### config.mk
export PLATFORM = sky130hd
export DESIGN_NAME = fd_reg
export DESIGN_NICKNAME = d
export VERILOG_FILES = /design/src/rtl/fd_reg.sv
export SDC_FILE = /design/constraint.sdc
export NUM_CORES = 1
export LEC_CHECK = 0
export CAP_MARGIN = 20
export CORE_MARGIN = 8
export CORE_UTILIZATION = 40
export DETAILED_ROUTE_END_ITERATION = 16
export PLACE_DENSITY = 0.82
export SLEW_MARGIN = 20
export SYNTH_ARGS = -nofsm -noshare
export SYNTH_HDL_FRONTEND = slang
export SYNTH_SLANG_ARGS = --single-unit
### constraint.sdc
create_clock -name clk -period 3.4 [get_ports clk]
set_input_delay 0.34 -clock clk [delete_from_list [all_inputs] [get_ports clk]]
set_output_delay 0.34 -clock clk [all_outputs]
set_load 0.03 [all_outputs]
### src/rtl/fd_reg.sv
// Fetch/decode pipeline register with stall hold, flush bubble, AdEL tagging,
// a small RUN/HOLD/BUBBLE tracker FSM and a saturating stall counter.
module fd_reg (
    input  logic        clk,
    input  logic        clr,
    input  logic [31:0] instr_f,
    input  logic [31:0] pc4_f,
    input  logic        wapc_f,
    input  logic        bd_f,
    input  logic        stall,
    input  logic        flush,
    output logic [31:0] ir_d,
    output logic [31:0] pc4_d,
    output logic [31:0] pc_d,
    output logic [4:0]  exc_d,
    output logic        bd_d,
    output logic        valid_d,
    output logic [1:0]  st,
    output logic [15:0] stall_cnt
);

    typedef enum logic [1:0] {
        ST_RUN     = 2'd0,
        ST_HOLD    = 2'd1,
        ST_BUBBLE  = 2'd2,
        ST_ILLEGAL = 2'd3
    } state_t;

    localparam logic [31:0] RESET_PC4   = 32'h0000_3004;
    localparam logic [31:0] HANDLER_PC4 = 32'h0000_4184;
    localparam logic [4:0]  EXC_NONE    = 5'd0;
    localparam logic [4:0]  EXC_ADEL    = 5'd4;

    state_t      state_q, state_d;
    logic [31:0] dec_ir_q, dec_ir_d;
    logic [31:0] dec_pc4_q, dec_pc4_d;
    logic [4:0]  dec_exc_q, dec_exc_d;
    logic        dec_bd_q, dec_bd_d;
    logic        dec_valid_q, dec_valid_d;
    logic [15:0] cnt_q, cnt_d;

    always_comb begin
        state_d     = state_q;
        dec_ir_d    = dec_ir_q;
        dec_pc4_d   = dec_pc4_q;
        dec_exc_d   = dec_exc_q;
        dec_bd_d    = dec_bd_q;
        dec_valid_d = dec_valid_q;
        cnt_d       = cnt_q;

        if (stall && !flush && (cnt_q != 16'hFFFF)) begin
            cnt_d = cnt_q + 16'd1;
        end

        // The illegal encoding recovers by forcing a plain load into RUN.
        if (flush && (state_q != ST_ILLEGAL)) begin
            state_d     = ST_BUBBLE;
            dec_ir_d    = 32'h0;
            dec_pc4_d   = HANDLER_PC4;
            dec_exc_d   = EXC_NONE;
            dec_bd_d    = 1'b0;
            dec_valid_d = 1'b0;
        end else if (stall && (state_q != ST_ILLEGAL)) begin
            state_d = ST_HOLD;
        end else begin
            state_d     = ST_RUN;
            dec_ir_d    = wapc_f ? 32'h0 : instr_f;
            dec_pc4_d   = pc4_f;
            dec_exc_d   = wapc_f ? EXC_ADEL : EXC_NONE;
            dec_bd_d    = bd_f;
            dec_valid_d = 1'b1;
        end
    end

    always_ff @(posedge clk or negedge clr) begin
        if (!clr) begin
            state_q     <= ST_BUBBLE;
            dec_ir_q    <= 32'h0;
            dec_pc4_q   <= RESET_PC4;
            dec_exc_q   <= EXC_NONE;
            dec_bd_q    <= 1'b0;
            dec_valid_q <= 1'b0;
            cnt_q       <= 16'h0;
        end else begin
            state_q     <= state_d;
            dec_ir_q    <= dec_ir_d;
            dec_pc4_q   <= dec_pc4_d;
            dec_exc_q   <= dec_exc_d;
            dec_bd_q    <= dec_bd_d;
            dec_valid_q <= dec_valid_d;
            cnt_q       <= cnt_d;
        end
    end

    assign ir_d      = dec_ir_q;
    assign pc4_d     = dec_pc4_q;
    assign pc_d      = dec_pc4_q - 32'd4;
    assign exc_d     = dec_exc_q;
    assign bd_d      = dec_bd_q;
    assign valid_d   = dec_valid_q;
    assign st        = state_q;
    assign stall_cnt = cnt_q;

endmodule

Word level (Yosys, flattened, before mapping) --
Index checks and enable logic that the tools add are counted.
Storage, ports and cells: bits in registers 89, latch bits 0, bits in writable memories 0, bits in read-only memories 0, input port bits 70, output and inout bits 121, word-level logic and storage cells 31, memories 0
Operators by class: add/subtract/negate cells 2, multiply operators 0, div/mod/pow operators 0, order comparisons 0, equal/unequal tests 3, shifts and indexed selects 0, mux-type cells 14, bitwise gates (word level) 0, reduce and logical (&&, ||, !) cells 5
Operators with widths (number):
- $mux 32 | 5
- $sub 32x3->32 const B | 1
- $add 16x1->16 const B | 1
- $ne 16x16->1 const B | 1
- $mux 5 | 2
- $mux 1 | 5
- $logic_and 1x1->1 | 4
- $ne 2x2->1 const B | 2
- $mux 3 | 1
- $mux 2 | 1
- $logic_not 1->1 | 1

Depth between registers and ports, before layout --
Gate-level depths: netlist of run 1.
depth in word-level cells 4, mapped depth 6

Worst setup path after synthesis of run 1 --
Ideal clock, no wire load.
path kind reg-to-output, start register dec_pc4_q[2], in the netlist pc4_d[2], end output pc_d[28], arrival 2.431 ns, required time 3.060 ns, slack 0.629 ns, stages on the path, launching flop included 7, buffers on the path 0, cell sequence dfstp_2 inv_1 ha_1 nor3b_1 nand3_1 and4bb_2 xor2_1
Between the ends: longest elaborated chain between the ends 1
Ends and longest elaborated chain:
- from (decl) | line 36 | logic [31:0] dec_pc4_q, dec_pc4_d;
- from (signal assigned) | line 87 | dec_pc4_q <= dec_pc4_d;
- $sub 32x3->32 | line 97 | assign pc_d = dec_pc4_q - 32'd4;
- to (decl) | line 14 | output logic [31:0] pc_d,
Every way passes these cells.

Worst setup path in the final report of run 1 --
start register dec_pc4_q[3], in the netlist pc4_d[3], end output pc_d[28]
The elaborated chain is that of the path after synthesis.

==> flow_summary.json, run 1 <==
{
  "start_util": 0.414,
  "wl_mm": 11.7,
  "worst_pin_slew_ns": 0.744,
  "powerDensity_mw_per_mm2": 462,
  "p_leak_uw": 0.00260,
  "yosysUniqueCellTypes": 42,
  "period_share": 0.944,
  "finalNonFillerCells": 638,
  "numCtsBuffers": 9,
  "cts_tree": "yes",
  "clock_sinks": 85,
  "grt_overflow": 0,
  "cts_root_buffer": "clkbuf_8",
  "yosysSeqAreaShare": 0.558,
  "avgSynthCellArea_um2": 11.9,
  "port_buffers": 186,
  "htreeDepth": 3,
  "rsz0062_at_grt": "no",
  "final_net_count": 576,
  "synth_seq_cells": 85,
  "firstDrtPassIters": 5,
  "ir_drop_mv": 0.216,
  "area_growth_pct": 57.0,
  "grt_first_pass_wirelength_mm": 18.2,
  "dieArea_mm2": 0.0129,
  "finalSetupViolCount": 0,
  "synth.area.top_cells": "dfrtp_1 (53%), a22o_1 (14%), xor2_1 (5.7%)",
  "clockBufferDepth": 2,
  "synth.top_cell.area_share": 0.530,
  "postCtsSetupBuffers": 0,
  "diodes": 0,
  "routabilityCongestion": 0.815,
  "grt_antenna_before_repair": 0,
  "vias_per_cell": 5.23,
  "core_area_mm2": 0.00924,
  "cap_violations": 0,
  "yosys.area.top_type": "dfrtp_1",
  "arrival_ns": 2.87,
  "layout-drive-gt1-share": 0.0766,
  "drt_iter0_drc": 113,
  "hpwl_mm": 8.88,
  "crit_required_ns": 3.06,
  "fmax_ghz": 0.312,
  "drv_slew": 0,
  "grt_busiest_layer": "met2",
  "end_kind": "output pin",
  "ios": 191,
  "min_path_type": "input port to async pin",
  "met3_usage": 0.0676,
  "grt_max_degree": 86,
  "relSlewSlack": 0.504,
  "yosys_warnings": 0,
  "outcome": "complete, no violations",
  "syn_inst": 321,
  "clk_latency_ns": 0.34,
  "grt_pass1_vias": 3478,
  "dieWidth_um": 114,
  "hold_viol": 0,
  "syn-cell-area_mm2": 0.00382,
  "fp.dieH_um": 114,
  "fin_crit_ns": 3.21,
  "fin_worst_skew_ns": 0.0100,
  "grt.total_usage": 0.175,
  "use_met2": 0.301,
  "layout_common_cells": "clkdlybuf4s50_1 (185), dfrtp_1 (81), a22o_1 (61)",
  "dp_cells": 622,
  "vias": 3334,
  "crit_path_max_fanout": 9,
  "fin_tns_setup_ns": 0,
  "antenna_left": 0,
  "startpoint_type": "flip-flop",
  "layout_commonest_cell": "clkdlybuf4s50_1",
  "grt_use_met1": 0.192,
  "drc": 0,
  "rows": 35,
  "clk_pin_slew_worst_paths_ns": 0.09,
  "postCtsHoldBufs": 0,
  "total_power_uw": 2770,
  "critPathKind": "flip-flop to output pin",
  "wl_per_cell_um": 18.3
}
[worst max-delay path, stage by stage, from the launching register on]
cell	delay [ns]
dfrtp_1	0.45
inv_1	0.08
ha_1	0.17
nor3b_1	0.22
buf_4	0.17
nand3_2	0.22
and4bb_2	0.40
xor2_1	0.14
clkdlybuf4s50_1	0.68
[repair_timing]
item	4_1_cts	5_1_grt
endpoints found under the setup margin	0	7
hold endpoints to repair	0	0
gates resized for setup	0	2
[metal layers]
layer,part of all wire,vias to the layer above
li1,-,1541
met1,0.39,1637
met2,0.49,138
met3,0.099,18
met4,0.019,0
met5,0,-
[sequential cells by signal (all words and copies together), names as in the netlist]
name       flops
ir_d          32
pc4_d         32
stall_cnt     16
st             2
bd_d           1
exc_d          1
valid_d        1
[synthesized netlist by cell type]
cell type	n
or4_1	4
buf_2	2
buf_4	6
nor4_1	8
inv_1	5
xnor2_1	16
and3_1	3
a22o_2	1
nor2_1	22
a21oi_1	1
nor3_1	8
o2111ai_1	1
o41ai_4	1
dfstp_2	4
ha_1	2
conb_1	1
nand4_1	8
and2_1	1
nand2b_1	1
nand2_1	17
and4_1	1
nor4_2	2
o31ai_1	1
nand3_1	7
nor2b_1	1
o21a_1	1
xor2_1	25
nand4b_1	2
o22a_1	3
dfrtp_1	81
nand2b_2	1
a22o_1	61
and4bb_2	1
or2_4	1
clkbuf_1	7
nor3b_1	2
buf_1	5
mux2_2	1
or3_1	3
or4_4	1
or2_2	1
nor4b_4	1
[logic make-up after synthesis]
logic type / synth area share
buffers and inverters: 0.0311
DFF: 0.558
adders and majority gates: 0.00655
AOI/OAI and AO/OA: 0.164
and+or+nand+nor: 0.143
xor gates and xnor gates: 0.0939
muxes: 0.00295
other: 0.000981
[worst paths after layout]
kind	slack [ns]	endpoint	startpoint	depth (start not counted)
worst max-delay path	0.19	pc_d[28]	pc4_d[3]	8
worst min-delay path	0.03	bd_d	clr	1
worst max register to register	1.46	stall_cnt[1]	stall_cnt[0]	4
worst min register to register	0.51	ir_d[25]	ir_d[25]	1
max in group asynchronous	2.85	pc4_d[7]	clr	1
min in group clk	0.51	ir_d[25]	ir_d[25]	1
[power by group]
part	internal (µW)	leakage, µW	total, µW	switching (µW)
clock network	308	0.0000888	662	353
registers	1110	0.00110	1230	128
logic	398	0.00141	877	479
[per-stage QoR]
stage	cell area, µm²	hold slack (ns)	worst slack, ns	utilization
3_5_place_dp	5800	0.492	0.416	0.628
2_1_floorplan	3830	0.0444	0.629	-
5_1_grt	6000	0.0878	0.0499	0.650
4_1_cts	5990	0.215	0.0308	0.648
6_report	6000	0.0300	0.190	0.650
3_3_place_gp	5790	0.490	0.540	0.627
[layout make-up]
cell class / instances / area (µm²)
repair buffers: 189 / 1900
inverters: 5 / 18.8
fillers: 744 / 3240
multi-input cells: 214 / 1600
clock buffers: 12 / 155
clock inverters: 4 / 32.5
well taps: 129 / 161
flip-flops and latches: 85 / 2130
Power figures use the tool's default switching activity.
==> run 2, diff against run 1 <==
- CTS_CLUSTER_SIZE: not set -> 8
==> results of run 2 <==
No change in the layout: final DEF, timing and power equal those of run 1.
